## src/rtl/cov_toggle_collector.sv

```systemverilog
// rtl/cov_toggle_collector.sv - per-channel toggle counters with coverage summary scan and readout
//
// Ports:
//   clock, reset        sampling clock, synchronous active-high reset
//   cov_en              sampling enable; low freezes counters and history
//   sample_in           NUM_CH channels, channel k at [k*WIDTH +: WIDTH]
//   clear_req           pulse: zero all counters, un-prime history, abort a scan
//   scan_req            pulse: start a coverage summary scan (ignored while busy)
//   scan_busy           scan FSM not idle
//   summary_valid       one-cycle pulse when covered_cnt/all_covered update
//   covered_cnt         channels with count >= THRESH at the last completed scan
//   all_covered         covered_cnt == NUM_CH
//   rd_req, rd_idx      counter readout request and channel index
//   rd_valid            readout response, one cycle after rd_req
//   rd_cnt, rd_err      counter value; rd_err flags an out-of-range index
module cov_toggle_collector #(
    parameter int          NUM_CH = 8,
    parameter int          WIDTH  = 8,
    parameter int          CNT_W  = 16,
    parameter int unsigned THRESH = 1,
    localparam int         SUM_W  = $clog2(NUM_CH + 1),
    localparam int         IDX_W  = (NUM_CH > 1) ? $clog2(NUM_CH) : 1
) (
    input  logic                    clock,
    input  logic                    reset,
    input  logic                    cov_en,
    input  logic [NUM_CH*WIDTH-1:0] sample_in,
    input  logic                    clear_req,
    input  logic                    scan_req,
    output logic                    scan_busy,
    output logic                    summary_valid,
    output logic [SUM_W-1:0]        covered_cnt,
    output logic                    all_covered,
    input  logic                    rd_req,
    input  logic [IDX_W-1:0]        rd_idx,
    output logic                    rd_valid,
    output logic [CNT_W-1:0]        rd_cnt,
    output logic                    rd_err
);

    localparam logic [CNT_W-1:0] CNT_MAX  = {CNT_W{1'b1}};
    localparam logic [CNT_W-1:0] THRESH_C = CNT_W'(THRESH);

    typedef enum logic [1:0] {S_IDLE, S_SCAN, S_DONE} state_t;

    logic [WIDTH-1:0] last_q   [NUM_CH];
    logic [CNT_W-1:0] cnt_q    [NUM_CH];
    logic             primed_q [NUM_CH];

    state_t           state_q;
    logic [IDX_W-1:0] scan_idx_q;
    logic [SUM_W-1:0] acc_q;

    logic [CNT_W-1:0] rd_sel;
    logic             rd_hit;
    logic [CNT_W-1:0] scan_sel;
    logic             scan_hit;

    // Per-channel history. The first enabled sample after reset/clear only
    // primes, so arbitrary startup values never register as toggles.
    always_ff @(posedge clock) begin
        for (int k = 0; k < NUM_CH; k++) begin
            if (reset) begin
                cnt_q[k]    <= '0;
                primed_q[k] <= 1'b0;
                last_q[k]   <= '0;
            end else if (clear_req) begin
                cnt_q[k]    <= '0;
                primed_q[k] <= 1'b0;
            end else if (cov_en) begin
                if (primed_q[k] && (sample_in[k*WIDTH +: WIDTH] != last_q[k])
                        && (cnt_q[k] != CNT_MAX)) begin
                    cnt_q[k] <= cnt_q[k] + CNT_W'(1);
                end
                last_q[k]   <= sample_in[k*WIDTH +: WIDTH];
                primed_q[k] <= 1'b1;
            end
        end
    end

    // Index decoders written as compare loops so an index wider than the
    // channel count simply misses instead of reading past the array.
    always_comb begin
        rd_sel   = '0;
        rd_hit   = 1'b0;
        scan_sel = '0;
        for (int k = 0; k < NUM_CH; k++) begin
            if (rd_idx == IDX_W'(k)) begin
                rd_sel = cnt_q[k];
                rd_hit = 1'b1;
            end
            if (scan_idx_q == IDX_W'(k)) begin
                scan_sel = cnt_q[k];
            end
        end
        scan_hit = (scan_sel >= THRESH_C);
    end

    // Scan FSM: one channel per cycle, then DONE publishes the result.
    // A clear in SCAN or DONE abandons the scan and keeps the old summary.
    always_ff @(posedge clock) begin
        if (reset) begin
            state_q       <= S_IDLE;
            scan_idx_q    <= '0;
            acc_q         <= '0;
            covered_cnt   <= '0;
            all_covered   <= 1'b0;
            summary_valid <= 1'b0;
        end else begin
            summary_valid <= 1'b0;
            case (state_q)
                S_IDLE: begin
                    if (scan_req && !clear_req) begin
                        state_q    <= S_SCAN;
                        scan_idx_q <= '0;
                        acc_q      <= '0;
                    end
                end
                S_SCAN: begin
                    if (clear_req) begin
                        state_q <= S_IDLE;
                    end else begin
                        acc_q <= acc_q + SUM_W'(scan_hit);
                        if (scan_idx_q == IDX_W'(NUM_CH - 1)) begin
                            state_q <= S_DONE;
                        end else begin
                            scan_idx_q <= scan_idx_q + IDX_W'(1);
                        end
                    end
                end
                S_DONE: begin
                    state_q <= S_IDLE;
                    if (!clear_req) begin
                        covered_cnt   <= acc_q;
                        all_covered   <= (acc_q == SUM_W'(NUM_CH));
                        summary_valid <= 1'b1;
                    end
                end
                default: state_q <= S_IDLE;
            endcase
        end
    end

    assign scan_busy = (state_q != S_IDLE);

    // Readout captures the counter as it stands in the request cycle.
    always_ff @(posedge clock) begin
        if (reset) begin
            rd_valid <= 1'b0;
            rd_cnt   <= '0;
            rd_err   <= 1'b0;
        end else begin
            rd_valid <= rd_req;
            rd_err   <= rd_req && !rd_hit;
            rd_cnt   <= (rd_req && rd_hit) ? rd_sel : '0;
        end
    end

endmodule

```

## config.mk

```make
export PLATFORM = sky130hd
export DESIGN_NAME = cov_toggle_collector
export DESIGN_NICKNAME = d
export VERILOG_FILES = /design/src/rtl/cov_toggle_collector.sv
export SDC_FILE = /design/constraint.sdc
export NUM_CORES = 1
export LEC_CHECK = 0
export CAP_MARGIN = 20
export CELL_PAD_IN_SITES_DETAIL_PLACEMENT = 1
export CELL_PAD_IN_SITES_GLOBAL_PLACEMENT = 1
export CORE_MARGIN = 5
export CORE_UTILIZATION = 47
export DETAILED_ROUTE_END_ITERATION = 8
export MAX_ROUTING_LAYER = met4
export PLACE_DENSITY_LB_ADDON = 0.1
export SLEW_MARGIN = 0
export SYNTH_ARGS = -nofsm -noshare
export SYNTH_HDL_FRONTEND = slang
export SYNTH_SLANG_ARGS = --single-unit
```

## constraint.sdc

```tcl
create_clock -name clock -period 4.2 [get_ports clock]
set_input_delay 0.84 -clock clock [delete_from_list [all_inputs] [get_ports clock]]
set_output_delay 0.84 -clock clock [all_outputs]
set_load 0.01 [all_outputs]
```

==> flow_summary_export.csv <==
group,metric,value,unit
pwr,comb_power_share,0.092,
finish,nFillCells,2888,
yosys,netlist_area,12800,sq um
yosys,synth_ff_type,"edfxtp_1",
clock_tree,root_buffer,"clkbuf_16",
pwr,seqPwrFrac,0.481,
yosys,synth_top_family_by_area,"simple AND/OR/NAND/NOR gates",
yosys,synth_common_cells,"edfxtp_1, nor2_1, xnor2_1",
clock_tree,h-tree-depth,1,
floorplan,die_w,175,um
setup_path,critical_path.cell_chain,"inv_1, ha_1, nor2b_1, a32oi_1, a311oi_1, a31oi_1, o31ai_1, nand3_1, ha_1, ha_1, nand2_1, mux2i_1, a22oi_1, nor2_1",
setup_path,reg2reg_depth,14,
finish,nets,1398,
drt,drt-initial-drc-count,642,
sta,fin_crit_sh,0.864,
floorplan,initial_core_util,0.475,
worst_hold_path,worstHoldStart,"all_covered$_SDFFE_PP0P_",
pwr,vdd_ir_drop_max,0.466,mV
sta,clock.fmax,0.276,GHz
yosys,synthSimpleGateAreaFrac,0.198,
drt,drt-total-wl,37.0,mm
global_route,grt_pass1_vias,10200,
drt,ant_nets,0,
finish,diodes,0,
worst_hold_path,hold_path.class,"reg2reg",
worst_hold_path,hold_path_end,"all_covered$_SDFFE_PP0P_",
floorplan,io_pins,98,
setup_path,rrSetupSlack,570,ps
clock_tree,clockBufferDepth,3,
finish,layout-drive-gt1-share,0.0722,
pwr,p_switching,1.39,mW
yosys,synth-seq-area-share,0.508,
placed_design,placed_area,14000,sq um
yosys,synth_area_leaders,"edfxtp_1, xnor2_1, dfxtp_1",
drt,wl_per_cell,22.1,um
drt,viasPerCell,5.81,
flow_run,cap_violations,0,
setup_path,cpMaxStageDelayCell,"ha_1",
sta,final_hold_viol_count,0,
floorplan,core_area,26900,sq um
pwr,power.internal,4.28,mW
status,outcome,"complete, no violations",
placed_design,dp_hpwl,27.0,mm
setup_path,crit_family,"compound AO/OA/AOI/OAI gates",
setup_path,critPathKind,"reg2reg",
yosys,synthAdderAreaFrac,0.0157,
global_route,grt_pass1_wl,58.3,mm
setup_path,cp-end-kind,"flip-flop",
clock_tree,ctsResizeCount,0,
sta,rsz0062_at_grt,"no",
yosys,yosysMostFrequentCell,"edfxtp_1",
floorplan,rows,60,
floorplan,die_height,175,um
worst_hold_path,whs_path_depth,2,
setup_path,worst_path_most_repeated_cell,"ha_1",
yosys,synth_cell_types,68,
global_route,gr-total-overflow,0,
finish,post-route-util,0.555,
setup_path,worstPathMaxFanout,14,
sta,maxSlewHeadroom,0.381,
setup_path,crit_arrival,4060,ps
placed_design,place_congestion,0.912,
pwr,switching_share,0.244,
yosys,synthArstFlopShare,0,
setup_path,critPathLaunchType,"flip-flop",
clock_tree,clk_latency,560,ps
sta,finalClockSkew,19.5,ps
yosys,synth_mux_area_frac,0.0398,
global_route,grt_max_degree,73,
sta,setup_violations,0,
yosys,postSynthCellCount,1230,
yosys,synth-xor-area-share,0.119,
drt,firstDrtPassIters,5,
yosys,synth-compound-area-share,0.0856,
setup_path,r2r_end,"acc_q[2]$_SDFFE_PP0P_",
global_route,antenna_found_initial,0,
global_route,grt_use_total,0.246,
setup_path,cp.required,4640,ps
clock_tree,cts_hold_buf,0,
sta,drv_slew,0,
floorplan,die_area,30600,sq um
clock_tree,cts_sinks,227,
drt,drc,0,
pwr,p_clk_frac,0.427,
yosys,yosysTopAreaCellShare,0.456,
setup_path,r2r-start,"scan_idx_q[0]$_SDFFE_PP0P_",
clock_tree,post_cts_buffers,0,
yosys,synth-edff-count,194,
yosys,ys_ff_latch,227,
clock_tree,tritoncts,"yes",
placed_design,portBuffers,97,
pwr,power.density,380,nW/um^2
clock_tree,cts_buffers,27,
finish,fin_area,14900,sq um
sta,period_minus_slack,3630,ps
yosys,synth_nets,1319,
finish,area_growth,16.9,%
setup_path,critPathBufInv,1,
clock_tree,path_clk_slew,60,ps
setup_path,crit_cells,14,
yosys,yosysTopAreaCell,"edfxtp_1",
yosys,ys_warn_count,0,
drt,vias,9712,
setup_path,max_stage_delay,580,ps
sta,setup_tns,0,ps
pwr,leakagePower,5.31,nW
yosys,synth_area_per_cell,10.4,sq um
sta,tightest_slew,928,ps
-- routing by layer --
layer	global-route usage	up-vias	wire, um
li1	-	4606	-
met1	0.329	4791	16600
met2	0.397	255	17300
met3	0.0346	60	2010
met4	0.0651	0	1070
met5	-	-	0
-- power by group through the flow --
stage                     Sequential, mW  Clock [mW]  Combinational (mW)
after floorplan                     2.71           0               0.328
after global placement              2.76           0               0.513
final                               2.72        2.42               0.522
after global routing                2.74        2.59               0.570
after detailed placement            2.77           0               0.522
after CTS                           2.72        2.47               0.526
-- logic make-up (layout without fill, tap and decap cells) --
kind of cell / after synthesis / in the layout
other cells: 1 / 1
fa+ha+maj: 16 / 16
simple gates: 501 / 501
xor+xnor: 173 / 173
compound gates: 173 / 173
buf+inv: 101 / 201
flops: 227 / 227
mux: 38 / 38
-- registers in the layout, summed over array words and instances, names as in the netlist, 2 cells and up --
name	flops
last_q	64
scan_idx_q	3
primed_q	2
covered_cnt	4
acc_q	4
cnt_q	128
state_q	2
rd_cnt	16
-- worst max path at each step --
stage / startpoint / endpoint
final: scan_idx_q[0]$_SDFFE_PP0P_ / acc_q[2]$_SDFFE_PP0P_
after global routing: scan_idx_q[1]$_SDFFE_PP0P_ / acc_q[2]$_SDFFE_PP0P_
after CTS: scan_idx_q[0]$_SDFFE_PP0P_ / acc_q[2]$_SDFFE_PP0P_
after detailed placement: clear_req / cnt_q[1][51]$_SDFFCE_PN0P_
after global placement: clear_req / cnt_q[1][51]$_SDFFCE_PN0P_
after floorplan: scan_idx_q[2]$_SDFFE_PP0P_ / acc_q[1]$_SDFFE_PP0P_
-- tightest hold or removal path, cell delays in order (launching register included) --
cell and delay, ps:
dfxtp_1 330, mux2i_1 70, nor2_1 70
-- stage by stage --
step / cells / power, mW / worst slack [ps] / hold slack (ps)
after floorplan: 1230 / 3.03 / 1170 / 505
after global placement: 1621 / 3.28 / 620 / 479
after detailed placement: 1621 / 3.29 / 576 / 489
after CTS: 1671 / 5.72 / 635 / 509
after global routing: 1671 / 5.89 / 312 / 556
final: 1671 / 5.67 / 571 / 499
-- cells in the final DEF, fill, tap and decap left out, types with 29 or more instances in the layout --
| cell | instances |
|---|---|
| edfxtp_1 | 194 |
| nor2_1 | 170 |
| xnor2_1 | 109 |
| and3_1 | 96 |
| clkdlybuf4s50_1 | 96 |
| nand2_1 | 68 |
| nand3_1 | 64 |
| xor2_1 | 64 |
| o21ai_0 | 51 |
| a21oi_1 | 47 |
| inv_1 | 41 |
| dfxtp_1 | 33 |
| nand4_1 | 29 |
-- layout make-up --
class                   instances  area, sq um  area share
inverters                      41          154      0.0103
flip-flops and latches        227         6490       0.434
clock buffers                  32          746      0.0499
clock inverters                18          185      0.0124
repair buffers                110         1080      0.0721
multi-input cells             902         5860       0.392
well taps                     341          427      0.0286
(Power assumes the default switching activity.)
